==> src/rtl/mc_sreq_injector_pkg.sv <==
// Shared types and default widths for the master-side send-request injector.
// Width helpers keep derived widths consistent between the top and its users.
package mc_sreq_injector_pkg;

  localparam int MC_FIFO_DEPTH         = 32;
  localparam int MC_LOG2_FIFO_DEPTH    = 5;
  localparam int MC_DATA_LINE_WIDTH    = 40;
  localparam int MC_CONTROL_LINE_WIDTH = 0;
  localparam int MC_FLIT_W             = MC_DATA_LINE_WIDTH + MC_CONTROL_LINE_WIDTH;
  localparam int MC_CREDIT_W           = MC_LOG2_FIFO_DEPTH + 1;
  localparam int MC_FLIT_CNT_W         = 8;

  typedef enum logic {
    IDLE = 1'b0,
    PKT  = 1'b1
  } inj_state_e;

  function automatic int flit_width(input int data_w, input int ctrl_w);
    return data_w + ctrl_w;
  endfunction

  function automatic int credit_width(input int log2_depth);
    return log2_depth + 1;
  endfunction

endpackage

==> src/rtl/mc_sreq_injector_credit_counter.sv <==
// Up/down credit counter starting full at DEPTH, saturating at DEPTH with a
// sticky error flag when a return arrives while already full.
module mc_sreq_injector_credit_counter #(
  parameter int DEPTH = 32,
  parameter int CNT_W = 6
) (
  input  logic             clk,
  input  logic             rst_n,
  input  logic             i_take,
  input  logic             i_return,
  output logic [CNT_W-1:0] o_count,
  output logic             o_err
);

  localparam logic [CNT_W-1:0] FULL = CNT_W'(DEPTH);
  localparam logic [CNT_W-1:0] ONE  = CNT_W'(1);

  logic [CNT_W-1:0] count_q, count_d;
  logic             err_q, err_d;

  // A simultaneous take and return cancels out, so only the one-sided cases move the count.
  always_comb begin
    count_d = count_q;
    err_d   = err_q;
    case ({i_take, i_return})
      2'b10: begin
        if (count_q != '0) count_d = count_q - ONE;
      end
      2'b01: begin
        if (count_q == FULL) err_d = 1'b1;
        else                 count_d = count_q + ONE;
      end
      default: ;
    endcase
  end

  always_ff @(posedge clk or negedge rst_n) begin
    if (!rst_n) begin
      count_q <= FULL;
      err_q   <= 1'b0;
    end else begin
      count_q <= count_d;
      err_q   <= err_d;
    end
  end

  assign o_count = count_q;
  assign o_err   = err_q;

endmodule

==> src/rtl/mc_sreq_injector.sv <==
// Master-side request injector: accepts flits from the master core, frames packets,
// tracks downstream credits and writes the send-request FIFO one cycle after acceptance.
module mc_sreq_injector
  import mc_sreq_injector_pkg::*;
#(
  parameter  int FIFO_DEPTH         = MC_FIFO_DEPTH,
  parameter  int LOG2_FIFO_DEPTH    = MC_LOG2_FIFO_DEPTH,
  parameter  int DATA_LINE_WIDTH    = MC_DATA_LINE_WIDTH,
  parameter  int CONTROL_LINE_WIDTH = MC_CONTROL_LINE_WIDTH,
  parameter  int MAX_PKT_FLITS      = 4,
  parameter  int WORMHOLE           = 1,
  localparam int FLIT_W             = flit_width(DATA_LINE_WIDTH, CONTROL_LINE_WIDTH),
  localparam int CREDIT_W           = credit_width(LOG2_FIFO_DEPTH)
) (
  input  logic                clk,
  input  logic                rst_n,
  input  logic                i_mc_valid,
  input  logic [FLIT_W-1:0]   i_mc_bits,
  input  logic                i_mc_last,
  output logic                o_mc_ready,
  output logic [FLIT_W-1:0]   o_sreq_inbits,
  output logic                o_sreq_wen,
  input  logic                i_sreq_fifo_full,
  input  logic                i_credit_ret,
  output logic [CREDIT_W-1:0] o_credits,
  output logic                o_busy,
  output logic [15:0]         o_pkt_count,
  output logic                o_credit_err,
  output logic                o_len_err
);

  localparam logic [CREDIT_W-1:0]      MAX_PKT_CREDITS = CREDIT_W'(MAX_PKT_FLITS);
  localparam logic [MC_FLIT_CNT_W-1:0] MAX_PKT_CNT     = MC_FLIT_CNT_W'(MAX_PKT_FLITS);
  localparam logic [MC_FLIT_CNT_W-1:0] FLIT_CNT_SAT    = '1;
  localparam logic [MC_FLIT_CNT_W-1:0] FLIT_CNT_ONE    = MC_FLIT_CNT_W'(1);

  inj_state_e                state_q, state_d;
  logic [CREDIT_W-1:0]       credits;
  logic                      fire;
  logic                      credit_nz;
  logic                      start_ok;
  logic [MC_FLIT_CNT_W-1:0]  flit_cnt_q, flit_cnt_d;
  logic [MC_FLIT_CNT_W-1:0]  flit_num;
  logic                      sreq_wen_q, sreq_wen_d;
  logic [FLIT_W-1:0]         sreq_bits_q, sreq_bits_d;
  logic [15:0]               pkt_count_q, pkt_count_d;
  logic                      len_err_q, len_err_d;

  assign credit_nz = (credits != '0);
  assign start_ok  = (WORMHOLE != 0) ? credit_nz : (credits >= MAX_PKT_CREDITS);
  assign fire      = i_mc_valid & o_mc_ready;

  mc_sreq_injector_credit_counter #(
    .DEPTH (FIFO_DEPTH),
    .CNT_W (CREDIT_W)
  ) u_credit (
    .clk      (clk),
    .rst_n    (rst_n),
    .i_take   (fire),
    .i_return (i_credit_ret),
    .o_count  (credits),
    .o_err    (o_credit_err)
  );

  always_ff @(posedge clk or negedge rst_n) begin
    if (!rst_n) state_q <= IDLE;
    else        state_q <= state_d;
  end

  always_comb begin
    state_d = state_q;
    case (state_q)
      IDLE:    if (fire && !i_mc_last) state_d = PKT;
      PKT:     if (fire &&  i_mc_last) state_d = IDLE;
      default: state_d = IDLE;
    endcase
  end

  // Full-packet mode only gates the head; body flits stream as credits allow.
  always_comb begin
    o_mc_ready = 1'b0;
    o_busy     = 1'b0;
    case (state_q)
      IDLE: o_mc_ready = start_ok & ~i_sreq_fifo_full;
      PKT: begin
        o_mc_ready = credit_nz & ~i_sreq_fifo_full;
        o_busy     = 1'b1;
      end
      default: ;
    endcase
  end

  always_comb begin
    if (state_q == PKT)
      flit_num = (flit_cnt_q == FLIT_CNT_SAT) ? flit_cnt_q : flit_cnt_q + FLIT_CNT_ONE;
    else
      flit_num = FLIT_CNT_ONE;

    flit_cnt_d  = flit_cnt_q;
    sreq_wen_d  = fire;
    sreq_bits_d = fire ? i_mc_bits : sreq_bits_q;
    pkt_count_d = pkt_count_q;
    len_err_d   = len_err_q;

    if (fire) begin
      if (i_mc_last) begin
        flit_cnt_d  = '0;
        pkt_count_d = pkt_count_q + 16'd1;
      end else begin
        flit_cnt_d  = flit_num;
      end
      if ((WORMHOLE == 0) && (flit_num > MAX_PKT_CNT)) len_err_d = 1'b1;
    end
  end

  always_ff @(posedge clk or negedge rst_n) begin
    if (!rst_n) begin
      flit_cnt_q  <= '0;
      sreq_wen_q  <= 1'b0;
      sreq_bits_q <= '0;
      pkt_count_q <= '0;
      len_err_q   <= 1'b0;
    end else begin
      flit_cnt_q  <= flit_cnt_d;
      sreq_wen_q  <= sreq_wen_d;
      sreq_bits_q <= sreq_bits_d;
      pkt_count_q <= pkt_count_d;
      len_err_q   <= len_err_d;
    end
  end

  assign o_sreq_wen    = sreq_wen_q;
  assign o_sreq_inbits = sreq_bits_q;
  assign o_pkt_count   = pkt_count_q;
  assign o_len_err     = len_err_q;
  assign o_credits     = credits;

endmodule

==> config.mk <==
export PLATFORM = sky130hd
export DESIGN_NAME = mc_sreq_injector
export DESIGN_NICKNAME = d
export VERILOG_FILES = /design/src/rtl/mc_sreq_injector_pkg.sv /design/src/rtl/mc_sreq_injector_credit_counter.sv /design/src/rtl/mc_sreq_injector.sv
export SDC_FILE = /design/constraint.sdc
export NUM_CORES = 1
export LEC_CHECK = 0
export BUFFER_PORTS_ARGS = -buffer_cell sky130_fd_sc_hd__buf_2
export CORE_MARGIN = 2
export CORE_UTILIZATION = 36
export DETAILED_ROUTE_END_ITERATION = 12
export MAX_ROUTING_LAYER = met4
export PLACE_DENSITY = 0.71
export SLEW_MARGIN = 20
export SYNTH_ARGS = -nofsm -noshare
export SYNTH_HDL_FRONTEND = slang
export SYNTH_SLANG_ARGS = --single-unit
==> constraint.sdc <==
create_clock -name clk -period 4.1 [get_ports clk]
set_clock_uncertainty 0.2 [all_clocks]
set_input_delay 0 -clock clk [delete_from_list [all_inputs] [get_ports clk]]
set_output_delay 0 -clock clk [all_outputs]
set_load 0.02 [all_outputs]
; After elaboration in Yosys (flattened, before gate mapping)
; Index checks and enable logic that the tools add are counted.
; Widths: inputs -> output; s select.
[word_totals]
ff_bits = 65
output_inout_bits = 67
[op_classes]
n_addsub = 3
n_eq_ne = 5
mux = 7
n_bitwise = 4
reduce_logical = 8
[op_table]
columns = operator, count
row1 = $add 16x1->16 const B, 1
row2 = $mux 6, 2
row3 = $pmux 6 s2, 1
row4 = $add 6x1->6 const B, 1
row5 = $eq 6x6->1 const B, 1
row6 = $reduce_bool 6->1, 1
row7 = $sub 6x1->6 const B, 1
row8 = $ne 2x2->1 const B, 2
row9 = $reduce_and 2->1, 2
row10 = $mux 1, 3
row11 = $reduce_and 3->1, 1
row12 = $and 1x1->1, 2
row13 = $eq 2x1->1 const B, 1
row14 = $eq 2x2->1 const B, 1
row15 = $logic_and 1x1->1, 2
row16 = $not 1->1, 2
row17 = $pmux 1 s2, 1
row18 = $reduce_bool 2->1, 1
row19 = $logic_not 1->1, 1

; Logic depth before layout (Yosys ltp)
; Gate-level depths: netlist (run 1).
[logic_depth]
ltp_word = 6
depth_mapped = 10
depth_no_buf = 8

; By module
; From an unflattened synthesis (run 1), not the netlist that was laid out.
[hier_totals]
cells_unflattened = 204
area_unflattened_um2 = 2871.5
[modules_own_cells]
columns = module, n_inst, cells_per_inst, area_per_inst_um2
row1 = mc_sreq_injector, 1, 156, 2371.0
row2 = mc_sreq_injector_credit_counter, 1, 48, 500.5

; Worst setup path after synthesis (run 1)
; OpenSTA, ideal clock, no wires.
[synth_timing]
path_type = reg2reg
start = register u_credit.count_q[0], in the netlist u_credit.o_count[0]
end = register u_credit.count_q[5], in the netlist u_credit.o_count[5]
setup_time_ns = 0.096
arrival_ns = 2.737
path_slack_ns = 1.067
path_stages_with_launch = 11
n_path_buf = 2
synth_period_minus_slack_ns = 3.033
path_cell_list = dfrtp_1 > nor4_2 > a21o_1 > buf_4 > buf_2 > nand2_1 > ha_1 > and3_1 > a2111oi_4 > mux2i_1 > o221ai_1
[synth_via]
elab_chain_cells = 6
elab_cells_between_ends = 15
[synth_lines]
columns = item, line
row1 = start: declaration, mc_sreq_injector_credit_counter.sv:18  ; logic [CNT_W-1:0] count_q, count_d;
row2 = start signal: assignment, mc_sreq_injector_credit_counter.sv:42  ; count_q <= count_d;
row3 = $reduce_bool 6->1, "mc_sreq_injector_credit_counter.sv:27, mc_sreq_injector.sv:49"
row4 = $and 1x1->1, "mc_sreq_injector.sv:84, mc_sreq_injector.sv:86"
row5 = $and 1x1->1, mc_sreq_injector.sv:51  ; assign fire = i_mc_valid & o_mc_ready;
row6 = $eq 2x1->1 / $eq 2x2->1 (equally long branches), mc_sreq_injector_credit_counter.sv:25  ; case ({i_take, i_return})
row7 = $ne 2x2->1 (no line) / $reduce_bool 2->1 (equally long branches), n/a
row8 = $reduce_and 3->1 (no line), n/a
; Parallel ways exist; a longest one is shown, timed or not. The select of a mux whose other input is x is not followed.
; A chain may end at the register's enable or synchronous reset.

; Worst setup path in the final report (run 1)
; Ends and elaborated chain as after synthesis.

==> flow_summary_export.csv, run 1 <==
group,metric,value,unit
grt,grt.overflow.total,0,
timing,fin_crit_sh,82.7,%
synth,synth_most_common_cell,"nand2_1",
critical_path,cp-endpoint,"u_credit.o_count[5]",
cts,path_clk_slew,0.07,ns
drt,vias_per_cell,4.50,
timing,grt_setup_unrepaired,"no",
cts,clock_latency,0.33,ns
flow_run,drv_cap,0,
cells_and_area,drive_gt1_share,29.4,%
critical_path,start_kind,"flip-flop",
floorplanning,io_pins,113,
grt,grt_max_degree,50,
synth,synth-async-reset-ratio,100,%
critical_path,path_cells,"nor4_2 > a21o_1 > nand2_1 > ha_1 > and3_1 > a2111oi_4 > mux2i_1 > o221ai_1 > dlygate4sd3_1",
critical_path,worstSetupPathDepth,9,
critical_path,cp_top_family,"simple AND/OR/NAND/NOR gates",
placement,place_ws,1.24,ns
timing,final_hold_viol_count,0,
drt,firstDrtPassIters,4,
timing,slew_headroom,43.7,%
synth,synth.area.top_cells,"dfrtp_1 56%, nand2_1 17%, xnor2_1 4.9%",
critical_path,crit_required,4.16,ns
timing,period_needed,3.39,ns
synth,synth_top_area_share,56.0,%
floorplanning,die_x,93.1,um
cts,cts_tree,"yes",
grt,grt_util_all_layers,18.1,%
drt,routed_wl,7100,um
synth,avgSynthCellArea,9.85,um^2
critical_path,critPathSlowestCell,"dlygate4sd3_1",
drt,drt_first_iter_violations,61,
timing,finalMaxSlewViolations,0,
cells_and_area,syn2layout_area_growth,44.6,%
grt,grt_pass1_vias,2583,
pwr,peakVddDrop,0.000217,V
cts,cts_buffer_depth,2,
critical_path,r2r_end,"u_credit.o_count[5]",
timing,fin_setup_tns,0,ns
timing,setup_violations,0,
critical_path,cp_num_buf_inv,1,
synth,synth-main-ff-cell,"dfrtp_1",
cells_and_area,final_nets,500,
synth,ys_top_cells_by_count,"129 x nand2_1, 64 x dfrtp_1, 16 x xnor2_1, 8 x nand3_1",
floorplanning,core.rowCount,32,
critical_path,critPathCaptureType,"flip-flop",
timing,clock.fmax,0.295,GHz
drt,ant_nets,0,
cts,htree_levels,3,
critical_path,rr_startpoint,"u_credit.o_count[0]",
timing,fin_hold_ws,0.0105,ns
critical_path,critPathArrivalTime,3.45,ns
synth,synth_sequential_area_ratio,57.0,%
critical_path,cpPeakStageDelay,0.57,ns
synth,synth-edff-count,0,
floorplanning,core,0.00773,mm^2
floorplanning,initial_core_util,37.0,%
synth,synth_top_cell_by_area,"dfrtp_1",
timing,worst_pin_slew,0.839,ns
floorplanning,die-area,0.00867,mm^2
worst_hold_path,hold_class,"primary input to asynchronous set/reset pin",
pwr,p_leak,2.23,nW
placement,globalplace.congestion,0.808,
cts,cts_buffers,9,
floorplanning,die_y,93.1,um
drt,vias,2495,
drt,drc,0,
synth,ys_types,36,
placement,place_hpwl,4590,um
cts,cts_setup_buffers,0,
cells_and_area,antenna_cells,0,
critical_path,crit_type,"flip-flop to flip-flop",
placement,portBuffers,111,
synth,synth_warnings,0,
critical_path,r2r_slack,0.71,ns
critical_path,crit_fanout,6,
critical_path,startpoint,"u_credit.o_count[0]",
grt,grt_pass1_wl,12000,um
drt,routedWlPerCell,12.8,um
cts,cts_root_buffer,"clkbuf_8",
synth,syn_inst,290,
critical_path,worstRegToRegCells,9,
run_status,status,"finished clean",
pwr,cellPowerDensity,534,mW/mm^2
synth,yosys_register_bits,65,
cts,clkSinkCount,65,
timing,setup_ws,0.711,ns
synth,synth_area,0.00286,mm^2
grt,antenna_found_initial,0,
cells_and_area,post-route-util,53.5,%
synth,syn_nets,342,
[timing repair]
| action | 4_1_cts | 5_1_grt |
|---|---|---|
| gates resized for setup | 0 | 0 |
| hold buffers | 46 | 0 |
| endpoints found under the hold margin | 78 | 0 |
| endpoints found under the setup margin | 0 | 0 |
[sequential cells by signal, summed over array words and instances, names as in the netlist, named ones only]
signal	count
u_credit.o_err	1
o_pkt_count	16
o_sreq_inbits	40
o_sreq_wen	1
u_credit.o_count	6
[per-stage QoR]
stage                     instance area, um^2  power, mW  std cells
final                                    4130       2.20        554
after detailed placement                 3480       1.63        493
after floorplan                          2860       1.38        290
after global routing                     4130       2.35        554
after CTS                                4130       2.23        554
after global placement                   3480       1.61        493
[cell type report]
type | count | area (um^2)
Fill cell | 693 | 3600
Inverter | 5 | 18.8
Multi-Input combinational cell | 208 | 1130
Clock inverter | 3 | 40.0
Sequential cell | 65 | 1630
Clock buffer | 12 | 155
Timing Repair Buffer | 159 | 1030
Tap cell | 102 | 128
[where the power goes]
group	switching, mW	internal (mW)	leakage (nW)	total (mW)
logic	0.445	0.320	1.31	0.764
registers	0.120	0.778	0.813	0.899
clock network	0.232	0.309	0.102	0.541
total	0.797	1.41	2.23	2.20
[metal layers]
layer	part of all wire, %	GRT usage [%]
met1	44	21.3
met2	48	29.4
met3	5.1	4.19
met4	2.4	8.82
met5	0	-
[worst min path at each step]
stage | from | end | cells after the start
finish | rst_n | o_pkt_count[4] | 2
floorplan | rst_n | asynchronous set/reset pin | 0
detailed placement | rst_n | o_pkt_count[4] | 1
global route | rst_n | u_credit.o_count[0] | 2
global placement | rst_n | o_pkt_count[6] | 1
CTS | rst_n | u_credit.o_count[0] | 2
[cells in the final DEF (no fill, tap or decap), types with 3 or more instances in the layout]
cell / n
ha_1: 5
clkbuf_8: 11
nand3_1: 8
dlygate4sd3_1: 46
mux2_1: 4
xnor2_1: 16
nand4_1: 6
dfrtp_1: 64
xor2_1: 3
nand2_1: 129
a21o_1: 3
nor3_1: 4
nor2_1: 3
inv_1: 4
and3_1: 6
buf_2: 111
a21oi_1: 3
[kinds of logic after synthesis]
| logic type | share of synthesized area, % |
|---|---|
| AND/OR/NAND/NOR | 23.7 |
| flip-flops | 57.0 |
| XOR/XNOR | 5.82 |
| buffers and inverters | 3.46 |
| AO/OA/AOI/OAI | 4.38 |
| multiplexers | 2.67 |
| adder cells (fa/ha/maj) | 2.89 |
| other | 0.131 |
Power figures use the tool's default switching activity.
==> inputs of run 2 (changes only) <==
--- a/config.mk
+++ b/config.mk
@@ -10,7 +10,7 @@
 export CORE_UTILIZATION = 36
 export DETAILED_ROUTE_END_ITERATION = 12
 export MAX_ROUTING_LAYER = met4
-export PLACE_DENSITY = 0.71
+export PLACE_DENSITY = 0.74
 export SLEW_MARGIN = 20
 export SYNTH_ARGS = -nofsm -noshare
 export SYNTH_HDL_FRONTEND = slang
==> constraint.sdc (replaced) <==
create_clock -name clk -period 3.05 [get_ports clk]
set_clock_uncertainty 0.2 [all_clocks]
set_input_delay 0 -clock clk [delete_from_list [all_inputs] [get_ports clk]]
set_output_delay 0 -clock clk [all_outputs]
set_load 0.02 [all_outputs]
==> run 2 against run 1 <==
  * Clock power up 28%
  * Non-clock buffer count up 3
  * Cell count up 0.54%
  * Flip-flop and latch count unchanged
  * Via count up 3.3%
  * Total power up 33%
  * Worst hold slack better by 0.15 ns
  * Wire length up 6.6%
  * Combinational power up 35%
  * Count of clock-buffer cells in the layout down 3
  * Die area unchanged
  * Critical endpoint unchanged
  * Largest cell class unchanged
  * Largest power group unchanged
==> flow_summary_export.csv, run 2 (same netlist as run 1, synthesis figures left out) <==
group,metric,value,unit
run_status,status,"finished clean",
placement,globalplace.congestion,0.789,
cells_and_area,largest_register_ffs,40,
cells_and_area,antenna_cells,0,
grt,grt_max_degree,66,
timing,fin_hold_ws,0.163,ns
critical_path,cpPeakStageDelay,0.47,ns
timing,fin_crit_sh,91.8,%
drt,drc,0,
flow_run,drv_cap,0,
timing,clock.fmax,0.357,GHz
drt,drt_first_iter_violations,77,
grt,grt.overflow.total,0,
cts,cts_tree,"yes",
timing,grt_setup_unrepaired,"no",
drt,routed_wl,7570,um
floorplanning,die_x,93.1,um
drt,vias_per_cell,4.63,
timing,slew_headroom,45.0,%
timing,period_needed,2.80,ns
cells_and_area,drive_gt1_share,30.1,%
drt,firstDrtPassIters,4,
critical_path,critPathCaptureType,"flip-flop",
placement,placed_area,0.00350,mm^2
critical_path,cp_num_buf_inv,0,
floorplanning,die-area,0.00867,mm^2
cts,path_clk_slew,0.07,ns
drt,vias,2578,
critical_path,crit_required,3.10,ns
grt,grt_pass1_wl,12100,um
grt,grt_pass1_vias,2613,
cells_and_area,final_nets,503,
cts,clock_latency,0.33,ns
timing,setup_violations,0,
critical_path,critPathSlowestCell,"dfrtp_1",
grt,antenna_found_initial,0,
floorplanning,core,0.00773,mm^2
grt,grt_util_all_layers,18.4,%
cells_and_area,design_area,0.00414,mm^2
pwr,p_leak,2.23,nW
cts,cts_buffers,9,
critical_path,crit_fanout,6,
floorplanning,core.rowCount,32,
floorplanning,io_pins,113,
drt,ant_nets,0,
floorplanning,initial_core_util,37.0,%
cells_and_area,syn2layout_area_growth,45.0,%
cts,cts_buffer_depth,2,
placement,place_hpwl,4520,um
cells_and_area,post-route-util,53.6,%
critical_path,path_cells,"nor4_2 > a21o_1 > nand2_1 > ha_1 > and3_1 > a2111oi_4 > mux2i_1 > o221ai_1",
cts,ctsResizeCount,0,
cts,htree_levels,3,
timing,worst_pin_slew,0.825,ns
critical_path,crit_type,"flip-flop to flip-flop",
timing,final_hold_viol_count,0,
critical_path,start_kind,"flip-flop",
cts,clkSinkCount,65,
worst_hold_path,hold_class,"primary input to asynchronous set/reset pin",
cells_and_area,final_cell_mix,"129 x nand2_1, 111 x buf_2, 64 x dfrtp_1",
pwr,peakVddDrop,0.000279,V
timing,finalMaxSlewViolations,0,
pwr,cellPowerDensity,708,mW/mm^2
critical_path,cp_top_family,"compound AO/OA/AOI/OAI gates",
cts,cts_root_buffer,"clkbuf_8",
floorplanning,die_y,93.1,um
drt,routedWlPerCell,13.6,um
placement,portBuffers,111,
critical_path,critPathArrivalTime,2.85,ns
timing,fin_setup_tns,0,ns
cells_and_area,final_common_cell,"nand2_1",
[run 2: cell count changes in the layout (fill, tap and decap cells not counted)]
cell	change
buf_4	+3
clkbuf_1	-1
clkbuf_8	-2
clkinv_2	+1
clkinvlp_4	+2
[run 2: path summary, 6_finish.rpt]
| kind | start | to | slack, ns | cells past startpoint |
|---|---|---|---|---|
| max in group asynchronous | rst_n | u_credit.o_count[3] | 1.93 | 3 |
| hold reg to reg | u_credit.o_err | u_credit.o_err | 0.26 | 1 |
| hold / removal | rst_n | o_pkt_count[5] | 0.16 | 3 |
| setup reg to reg | u_credit.o_count[0] | u_credit.o_count[5] | 0.25 | 8 |
| min in group clk | i_mc_bits[12] | o_sreq_inbits[12] | 0.18 | 4 |
| setup / recovery | u_credit.o_count[0] | u_credit.o_count[5] | 0.25 | 8 |
[run 2: worst reg2reg max path, stage by stage, from the launching register on]
cell and delay, ns:
dfrtp_1 0.47, nor4_2 0.34, a21o_1 0.19, nand2_1 0.14, ha_1 0.36, and3_1 0.23
a2111oi_4 0.43, mux2i_1 0.23, o221ai_1 0.13
[run 2: metal layers]
metal	GRT usage, %	wire [um]
met5	-	0
met4	8.21	173
met2	31.0	3860
met1	21.1	3190
met3	4.11	351
[run 2: cell type report]
cell class	count	area, um^2
fill	710	3580
sequential	65	1630
multi-input combinational	208	1130
timing repair buffer	162	1050
tap	102	128
clock buffer	9	124
clock inverter	6	60.1
inverter	5	18.8
[run 2: power by group]
part / total (mW) / leakage, nW / internal, mW / switching, mW
Combinational: 1.03 / 1.33 / 0.431 / 0.599
Sequential: 1.21 / 0.813 / 1.05 / 0.165
Clock: 0.690 / 0.0909 / 0.368 / 0.322
Total: 2.93 / 2.23 / 1.85 / 1.09
[run 2: timing repair]
item / CTS / global route
hold endpoints to repair: 112 / 0
buffers inserted: 0 / 0
hold buffers: 46 / 0
[run 2: stage by stage]
stage / cells / worst slack (ns) / power [mW]
detailed placement: 496 / 0.256 / 2.21
global placement: 496 / 0.319 / 2.17
CTS: 557 / 0.249 / 2.97
global route: 557 / 0.0795 / 3.12
finish: 557 / 0.250 / 2.93
floorplan: 290 / 0.0171 / 1.86
==> inputs of run 3 (changes only) <==
--- a/config.mk
+++ b/config.mk
@@ -14,4 +14,5 @@
 export SLEW_MARGIN = 20
 export SYNTH_ARGS = -nofsm -noshare
 export SYNTH_HDL_FRONTEND = slang
+export SYNTH_HIERARCHICAL = 1
 export SYNTH_SLANG_ARGS = --single-unit
==> run 3 against run 2 <==
  * Maximum frequency rose by 3.4%
  * Non-clock buffer count fell by 6
  * Via count fell by 16%
  * Sequential share of layout area rose by 0.41 points
  * Critical path type unchanged
  * Largest cell class unchanged
  * Largest power group unchanged
==> flow_summary_export.csv, run 3 <==
group,metric,value,unit
run_status,status,"finished clean",
worst_hold_path,hold_end,"o_pkt_count[15]",
grt,use_met3,4.75,%
cts,cts_root_buffer,"clkbuf_8",
timing,slew_headroom,50.7,%
synth,synth_top_area_share,55.8,%
critical_path,crit_type,"flip-flop to flip-flop",
critical_path,r2r_end,"u_credit/o_count[5]",
pwr,p_leak,1.97,nW
cells_and_area,syn2layout_area_growth,42.8,%
drt,drc,0,
cells_and_area,final_common_cell,"buf_2",
drt,ant_nets,0,
synth,synth_warnings,6,
drt,routed_wl,6640,um
drt,vias,2163,
synth,synth_top_cell_by_area,"dfrtp_1",
timing,setup_violations,0,
synth,synthXorXnorAreaFrac,6.10,%
floorplanning,core,0.00773,mm^2
grt,grt_max_degree,52,
synth,synth_compound_area_share,4.10,%
floorplanning,io_pins,113,
synth,ys_types,36,
synth,avgSynthCellArea,14.1,um^2
drt,routedWlPerCell,14.2,um
critical_path,crit_fanout,9,
synth,syn_nets,256,
grt,antenna_found_initial,0,
critical_path,rr_startpoint,"u_credit/o_count[0]",
pwr,cellPowerDensity,719,mW/mm^2
cells_and_area,drive_gt1_share,48.5,%
floorplanning,die-area,0.00871,mm^2
synth,synth-edff-count,0,
flow_run,drv_cap,0,
cts,path_clk_slew,0.07,ns
synth,synth_sequential_area_ratio,56.7,%
synth,synthAdderAreaFrac,2.88,%
timing,worst_pin_slew,0.740,ns
drt,drt_first_iter_violations,48,
timing,clock.fmax,0.369,GHz
critical_path,critPathCaptureType,"flip-flop",
cts,cts_tree,"yes",
cells_and_area,fill_cells,666,
grt,met2_usage,25.3,%
cts,clkSinkCount,65,
drt,firstDrtPassIters,4,
cells_and_area,largest_register_ffs,40,
timing,finalMaxSlewViolations,0,
grt,grt_pass1_vias,2225,
synth,synth.area.top_cells,"dfrtp_1 56%, mux2_2 15%, xnor2_1 5.2%",
timing,period_needed,2.71,ns
grt,grt_util_all_layers,16.1,%
cells_and_area,final_nets,414,
synth,synth_top_family_by_area,"multiplexers",
worst_hold_path,hp-start,"i_mc_valid",
floorplanning,die_x,93.3,um
timing,fin_crit_sh,88.8,%
cts,cts_setup_buffers,0,
floorplanning,core.rowCount,32,
critical_path,start_kind,"flip-flop",
critical_path,crit_required,3.10,ns
grt,grt_pass1_wl,10600,um
pwr,peakVddDrop,0.000465,V
cts,clock_latency,0.32,ns
cells_and_area,antenna_cells,0,
cts,cts_buffer_depth,2,
synth,synth_area,0.00287,mm^2
synth,synthSimpleGateAreaFrac,8.76,%
synth,yosys_register_bits,65,
timing,grt_setup_unrepaired,"no",
placement,place_hpwl,4320,um
grt,use_met1,20.1,%
critical_path,r2r_slack,0.34,ns
synth,synth_most_common_cell,"dfrtp_1",
floorplanning,initial_core_util,37.2,%
floorplanning,die_y,93.3,um
placement,globalplace.congestion,0.828,
critical_path,critPathArrivalTime,2.76,ns
synth,synth-main-ff-cell,"dfrtp_1",
drt,vias_per_cell,4.61,
cts,htree_levels,3,
timing,fin_setup_tns,0,ns
cells_and_area,post-route-util,53.1,%
synth,synth-async-reset-ratio,100,%
cells_and_area,final_cell_mix,"111 x buf_2, 64 x dfrtp_1, 42 x dlygate4sd3_1",
cts,cts_buffers,9,
timing,final_hold_viol_count,0,
grt,grt.overflow.total,0,
worst_hold_path,hold_class,"primary input to flip-flop",
synth,ys_top_cells_by_count,"64 x dfrtp_1, 39 x mux2_2, 17 x xnor2_1, 8 x and3_1, 8 x nand4_1",
synth,muxShareOfSynthArea,18.1,%
worst_hold_path,min_delay_path_depth,5,
placement,portBuffers,111,
grt,busiest_layer,"met2",
synth,syn_inst,204,
critical_path,worstRegToRegCells,10,
run 3: cell count changes after synthesis, sizes merged, moves of 2 or more:
cell | previous run | this run
a211oi | 1 | 3
nand2 | 129 | 3
a2111oi | 2 | 0
a21oi | 3 | 6
nor2 | 3 | 5
inv | 5 | 2
and3 | 6 | 9
nand3 | 8 | 6
clkbuf | 3 | 1
mux2 | 5 | 43
a31oi | 0 | 2
nand4 | 6 | 8
run 3: routing by layer:
metal  part of all wire (%)  vias to the layer above
met4                    1.3                        0
met2                     48                       77
met5                      0                        -
met1                     45                     1037
met3                    5.3                        7
li1                       -                     1042
run 3: worst max-delay path by stage:
stage / from / to / slack [ns] / cells after the start
global placement: u_credit/o_count[1] / u_credit/o_count[4] / 0.42 / 8
detailed placement: u_credit/o_count[0] / u_credit/o_count[5] / 0.31 / 10
floorplan: u_credit/o_count[0] / u_credit/o_count[4] / 0.15 / 10
CTS: u_credit/o_count[0] / u_credit/o_count[5] / 0.32 / 10
finish: u_credit/o_count[0] / u_credit/o_count[5] / 0.34 / 10
global route: u_credit/o_count[0] / u_credit/o_count[5] / 0.09 / 9
run 3: timing repair:
item,in CTS,in global routing
hold buffers,42,0
endpoints found under the hold margin,77,0
resized for setup,0,0
run 3: area by class of cell:
| class | count | area [um^2] | area share (%) |
|---|---|---|---|
| flip-flops and latches | 65 | 1630 | 39.7 |
| multi-input cells | 128 | 1150 | 28.0 |
| repair buffers | 156 | 998 | 24.4 |
| clock buffers | 13 | 149 | 3.63 |
| well taps | 102 | 128 | 3.11 |
| clock inverters | 3 | 40.0 | 0.977 |
| inverters | 2 | 7.51 | 0.183 |
run 3: report_power, final:
part	internal, mW	switching [mW]
clock network	0.398	0.303
registers	1.05	0.185
logic	0.462	0.551
run 3: critical path, cell delays in order, from the launching register on:
cell	delay, ns
dfrtp_1	0.50
nor4_4	0.43
a21oi_4	0.10
nand2b_1	0.22
buf_4	0.19
ha_1	0.32
o21ai_0	0.09
nor2_1	0.13
mux2i_1	0.20
nand3_1	0.10
xnor2_1	0.15
run 3: cells by family after synthesis:
| kind of cell | count (synthesis) |
|---|---|
| adders and majority gates | 6 |
| buffers and inverters | 11 |
| and+or+nand+nor | 40 |
| muxes | 45 |
| AOI/OAI and AO/OA | 16 |
| other | 1 |
| xor gates and xnor gates | 20 |
| DFF | 65 |
run 3: per-stage QoR:
step	setup WS, ns	std cells	hold WS (ns)	power, mW	cell area, um^2
2_1_floorplan	0.153	204	-0.496	1.89	2870
3_3_place_gp	0.418	411	-0.0987	2.19	3490
3_5_place_dp	0.311	411	-0.0920	2.21	3490
4_1_cts	0.318	469	0.0163	2.98	4100
5_1_grt	0.0896	469	0.0394	3.14	4100
6_report	0.342	469	0.0214	2.95	4100
